===== config.mk =====
export PLATFORM = sky130hd
export DESIGN_NAME = spram_stream_reader
export DESIGN_NICKNAME = d
export VERILOG_FILES = /design/src/rtl/spram_stream_reader.sv
export SDC_FILE = /design/constraint.sdc
export NUM_CORES = 1
export LEC_CHECK = 0
export CORE_UTILIZATION = 38
export DETAILED_ROUTE_END_ITERATION = 8
export PLACE_DENSITY_LB_ADDON = 0.3
export SLEW_MARGIN = 20
export SYNTH_ARGS = -nofsm -noshare
export SYNTH_HDL_FRONTEND = slang
export SYNTH_SLANG_ARGS = --single-unit
export TNS_END_PERCENT = 1

===== constraint.sdc =====
create_clock -name clk -period 8 [get_ports clk]
set_input_delay 2 -clock clk [delete_from_list [all_inputs] [get_ports clk]]
set_output_delay 2 -clock clk [all_outputs]
set_load 0.005 [all_outputs]

===== src/rtl/spram_stream_reader.sv =====
// Read sequencer for a single-port block RAM: streams a wrapping address
// window out over an AXI-Stream style master interface with TLAST.
module spram_stream_reader #(
  parameter int unsigned WIDTH      = 16,
  parameter int unsigned DEPTH      = 1024,
  parameter int unsigned ADDR_WIDTH = 10,
  parameter int unsigned LEN_WIDTH  = 11
) (
  input  logic                  clk,
  input  logic                  rstn,
  input  logic                  start,
  input  logic [ADDR_WIDTH-1:0] base_addr,
  input  logic [LEN_WIDTH-1:0]  len,
  output logic                  busy,
  output logic                  done,
  output logic                  ram_en,
  output logic                  ram_we,
  output logic [ADDR_WIDTH-1:0] ram_addr,
  input  logic [WIDTH-1:0]      ram_dout,
  output logic [WIDTH-1:0]      m_data,
  output logic                  m_valid,
  input  logic                  m_ready,
  output logic                  m_last
);

  typedef enum logic [1:0] {
    ST_IDLE,
    ST_READ,
    ST_DRAIN,
    ST_DONE
  } state_e;

  localparam logic [ADDR_WIDTH-1:0] LastAddr = ADDR_WIDTH'(DEPTH - 1);

  state_e                state_q, state_d;
  logic [ADDR_WIDTH-1:0] ptr_q, ptr_d;
  logic [LEN_WIDTH-1:0]  len_q, len_d;
  logic [LEN_WIDTH-1:0]  issued_q, issued_d;
  logic [LEN_WIDTH-1:0]  sent_q, sent_d;
  logic                  inflight_q;

  logic [WIDTH-1:0]      fifo_q [2];
  logic                  fifo_wr_q, fifo_rd_q;
  logic [1:0]            count_q, count_d;

  logic                  push, pop;
  logic [2:0]            occupancy;

  // Words already committed to the FIFO once this cycle's pop is accounted for.
  assign push      = inflight_q;
  assign m_valid   = (count_q != 2'd0);
  assign m_data    = fifo_q[fifo_rd_q];
  assign pop       = m_valid && m_ready;
  assign m_last    = m_valid && (sent_q == len_q - LEN_WIDTH'(1));
  assign occupancy = {1'b0, count_q} + {2'b00, inflight_q} - {2'b00, pop};

  assign ram_en   = (state_q == ST_READ) && (issued_q < len_q) && (occupancy < 3'd2);
  assign ram_we   = 1'b0;
  assign ram_addr = ptr_q;
  assign busy     = (state_q == ST_READ) || (state_q == ST_DRAIN);
  assign done     = (state_q == ST_DONE);

  // Next-state for the sequencer FSM, address pointer and word counters.
  always_comb begin
    state_d  = state_q;
    ptr_d    = ptr_q;
    len_d    = len_q;
    issued_d = issued_q;
    sent_d   = sent_q;

    if (ram_en) begin
      issued_d = issued_q + LEN_WIDTH'(1);
      ptr_d    = (ptr_q == LastAddr) ? '0 : ptr_q + ADDR_WIDTH'(1);
    end
    if (pop) begin
      sent_d = sent_q + LEN_WIDTH'(1);
    end

    unique case (state_q)
      ST_IDLE: begin
        if (start) begin
          ptr_d    = base_addr;
          len_d    = len;
          issued_d = '0;
          sent_d   = '0;
          state_d  = (len == '0) ? ST_DONE : ST_READ;
        end
      end
      ST_READ: begin
        if (ram_en && (issued_q == len_q - LEN_WIDTH'(1))) begin
          state_d = ST_DRAIN;
        end
      end
      ST_DRAIN: begin
        // The last word can only be popped once every read has landed.
        if (!inflight_q && pop && m_last) begin
          state_d = ST_DONE;
        end
      end
      ST_DONE: begin
        state_d = ST_IDLE;
      end
      default: begin
        state_d = ST_IDLE;
      end
    endcase
  end

  // FIFO occupancy next-state; simultaneous push and pop leaves it unchanged.
  always_comb begin
    count_d = count_q;
    unique case ({push, pop})
      2'b10:   count_d = count_q + 2'd1;
      2'b01:   count_d = count_q - 2'd1;
      default: count_d = count_q;
    endcase
  end

  // Sequencer and counter state registers.
  always_ff @(posedge clk or negedge rstn) begin
    if (!rstn) begin
      state_q    <= ST_IDLE;
      ptr_q      <= '0;
      len_q      <= '0;
      issued_q   <= '0;
      sent_q     <= '0;
      inflight_q <= 1'b0;
    end else begin
      state_q    <= state_d;
      ptr_q      <= ptr_d;
      len_q      <= len_d;
      issued_q   <= issued_d;
      sent_q     <= sent_d;
      inflight_q <= ram_en;
    end
  end

  // Two-entry output FIFO capturing RAM data one cycle after each read.
  always_ff @(posedge clk or negedge rstn) begin
    if (!rstn) begin
      fifo_q    <= '{default: '0};
      fifo_wr_q <= 1'b0;
      fifo_rd_q <= 1'b0;
      count_q   <= '0;
    end else begin
      if (push) begin
        fifo_q[fifo_wr_q] <= ram_dout;
        fifo_wr_q         <= ~fifo_wr_q;
      end
      if (pop) begin
        fifo_rd_q <= ~fifo_rd_q;
      end
      count_q <= count_d;
    end
  end

  // A push into a full FIFO without a pop would lose a word.
  a_no_overflow : assert property (@(posedge clk) disable iff (!rstn)
    !(push && !pop && (count_q == 2'd2)));

endmodule


==> impl_metrics.sql <==
INSERT INTO impl_metrics (metric_group, metric, value, unit) VALUES
('setup_path', 'reg2reg_to', 'ram_addr[7]', ''),
('setup_path', 'crit_start', 'm_ready', ''),
('clock_network', 'ctsRootBufferMaster', 'sky130_fd_sc_hd__clkbuf_16', ''),
('clock_network', 'ctsHtreeMaxLevel', '3', ''),
('setup_path', 'critical-path-slowest-cell', 'sky130_fd_sc_hd__clkdlybuf4s50_1', ''),
('yosys', 'synth_adder_area_share', '0.06294', ''),
('timing', 'slew-limit-headroom', '0.3384', ''),
('clock_network', 'cts-resized-gates', '0', ''),
('setup_path', 'timing.reg2reg.worst_path_depth', '14', ''),
('timing', 'layout_min_cycle_time', '6.846', 'ns'),
('setup_path', 'timing.critical_path.fanout_max', '12', ''),
('global_routing', 'grt_antenna_before_repair', '0', ''),
('yosys', 'synth_nets', '553', ''),
('yosys', 'synth_edf_count', '0', ''),
('pwr', 'power_density', '190.9', 'nW/µm²'),
('setup_path', 'endpoint', 'ram_en', ''),
('pwr', 'total_leakage_power', '2.571', 'nW'),
('clock_network', 'tritoncts.num_buffers', '9', ''),
('floorplan', 'chipHeight', '115.0', 'µm'),
('cells_and_area', 'layout.cells.most_common_list', 'sky130_fd_sc_hd__dfrtp_1 (82), sky130_fd_sc_hd__clkdlybuf4s50_1 (70), sky130_fd_sc_hd__nand2_1 (49)', ''),
('setup_path', 'worst-endpoint-required', '6.00', 'ns'),
('yosys', 'postSynth.asyncResetShare', '1.000', ''),
('worst_hold_path', 'holdCritStartpoint', 'inflight_q', ''),
('run', 'timing.max_cap.violations', '0', ''),
('run_status', 'status', 'finished, final reports clean', ''),
('drt', 'dr_total_vias', '3724', ''),
('placed_design', 'dpl.hpwl', '8082', 'µm'),
('setup_path', 'critical-path-max-stage-delay', '0.50', 'ns'),
('drt', 'detailroute.wirelength.met2', '5117', 'µm'),
('yosys', 'synth.yosys.warnings', '0', ''),
('yosys', 'netlist_area', '4851', 'µm²'),
('worst_hold_path', 'holdCritPathClass', 'reg -> reg', ''),
('drt', 'drt_first_iter_violations', '149', ''),
('yosys', 'ys_dominant_reg_cell', 'sky130_fd_sc_hd__dfrtp_1', ''),
('cells_and_area', 'antenna_cell_count', '0', ''),
('clock_network', 'clock_latency', '0.35', 'ns'),
('floorplan', 'boundaryPins', '73', ''),
('timing', 'finalSetupViolations', '0', ''),
('cells_and_area', 'multi_input_area', '2594', 'µm²'),
('floorplan', 'die_width', '115.0', 'µm'),
('cells_and_area', 'num-nets-final', '614', ''),
('yosys', 'simple_gate_area_share_of_the_yosys_netlist', '0.1666', ''),
('global_routing', 'grt-ovfl-total', '0', ''),
('drt', 'top_layer_used', 'met4', ''),
('drt', 'm1WireLength', '5324', 'µm'),
('timing', 'fin_skew', '0.01049', 'ns'),
('yosys', 'synth_xor_area_frac', '0.09750', ''),
('placed_design', 'dpl-instance-area', '5684', 'µm²'),
('setup_path', 'critical_path_arrival', '4.85', 'ns'),
('yosys', 'synthesized_area_fraction_occupied_by_ao_oa_aoi_and_oai_cells', '0.08899', ''),
('setup_path', 'timing.critical_path.from_type', 'primary input', ''),
('floorplan', 'dieArea', '13220', 'µm²'),
('timing', 'finalHoldViolations', '0', ''),
('yosys', 'synth.area.mux_share', '0.1176', ''),
('cells_and_area', 'area.sequential', '2052', 'µm²'),
('clock_network', 'cts_post_setup_buffers_inserted', '0', ''),
('yosys', 'post_synth_inst_count', '489', ''),
('pwr', 'total_power', '1.146', 'mW'),
('floorplan', 'fp-row-count', '40', ''),
('cells_and_area', 'area_growth_syn_to_layout', '23.70', '%'),
('clock_network', 'ctsHoldBuffers', '0', ''),
('clock_network', 'cts-root-to-sink-buffers', '2', ''),
('global_routing', 'maximum_number_of_pins_on_one_net_before_global_route_repair', '83', ''),
('clock_network', 'worst_setup_hold_path_clk_slew', '0.06', 'ns'),
('timing', 'grt_setup_unrepaired', 'no', ''),
('yosys', 'number_of_distinct_standard_cells_referenced_by_the_synthesized_netlist', '53', ''),
('pwr', 'irDropWorstVdd', '0.1468', 'mV'),
('floorplan', 'initial_utilization', '0.3972', ''),
('setup_path', 'r2r-start', 'count_q[0]', ''),
('placed_design', 'io_buffer_count', '71', ''),
('clock_network', 'cts_tree', 'done', '');
==> critical path, delay by kind of cell <==
kind,cells,cell delay (ns)
AO/OA/AOI/OAI,1,0.15
adder cells (fa/ha/maj),2,0.69
buffers and inverters,4,1.25
AND/OR/NAND/NOR,4,0.75
==> power breakdown <==
group | internal [mW] | leakage [nW] | switching (mW)
Sequential | 0.440 | 1.02 | 0.0520
Clock | 0.253 | 0.153 | 0.177
Combinational | 0.140 | 1.39 | 0.0832
Total | 0.833 | 2.57 | 0.312
==> state kept, by name, summed over array words and instances, names as in the netlist, 2 cells and up <==
| signal | cells |
|---|---|
| sent_q | 11 |
| fifo_q | 32 |
| ram_addr | 10 |
| len_q | 11 |
| issued_q | 11 |
| count_q | 2 |
| state_q | 2 |
==> logic make-up after synthesis <==
family / after synthesis
compound gates: 65
simple gates: 161
mux: 51
flops: 82
other cells: 1
xor+xnor: 54
fa+ha+maj: 24
buf+inv: 51
==> cells in the mapped netlist (all sizes together), types with 3 or more instances <==
cell type | count | share of area
clkbuf | 15 | 0.012
xnor2 | 32 | 0.058
nor4 | 12 | 0.015
o21ai | 22 | 0.023
xor2 | 22 | 0.040
nor2 | 33 | 0.026
nor3b | 3 | 0.0070
buf | 8 | 0.0093
nor3 | 12 | 0.012
or3 | 5 | 0.0064
nand2 | 49 | 0.038
mux2 | 48 | 0.11
and3 | 7 | 0.0090
inv | 28 | 0.022
a31oi | 3 | 0.0039
a21o | 5 | 0.0077
a21oi | 13 | 0.013
ha | 22 | 0.057
a2111oi | 4 | 0.011
dfrtp | 82 | 0.42
mux2i | 3 | 0.0062
o31ai | 6 | 0.0093
nand3 | 15 | 0.015
nand4 | 11 | 0.014
==> per-stage QoR <==
| stage | std cells | worst slack [ns] | hold slack, ns |
|---|---|---|---|
| floorplan | 489 | 2.095 | 0.4613 |
| global placement | 707 | 1.186 | 0.4765 |
| detailed placement | 707 | 1.146 | 0.4809 |
| CTS | 723 | 1.124 | 0.4931 |
| global route | 723 | 0.9460 | 0.5109 |
| finish | 723 | 1.154 | 0.5004 |
==> area by class of cell <==
| cell class | instances | area share |
|---|---|---|
| clock buffer | 10 | 0.03982 |
| tap | 168 | 0.03503 |
| clock inverter | 6 | 0.01230 |
| multi-input combinational | 356 | 0.4322 |
| timing repair buffer | 73 | 0.1211 |
| sequential | 82 | 0.3420 |
| inverter | 28 | 0.01751 |
==> metal layers <==
layer,up-vias,global-route usage
met1,1798,0.2472
met5,-,0
li1,1828,-
met4,0,0.07532
met2,82,0.2880
met3,16,0.04902
==> worst min-delay path by stage <==
| stage | depth (start not counted) | endpoint |
|---|---|---|
| after floorplan | 1 | fifo_wr_q |
| after global placement | 1 | fifo_wr_q |
| after detailed placement | 1 | fifo_wr_q |
| after CTS | 1 | fifo_wr_q |
| after global routing | 1 | fifo_q[13] |
| final | 1 | fifo_wr_q |
(Power assumes the default switching activity.)
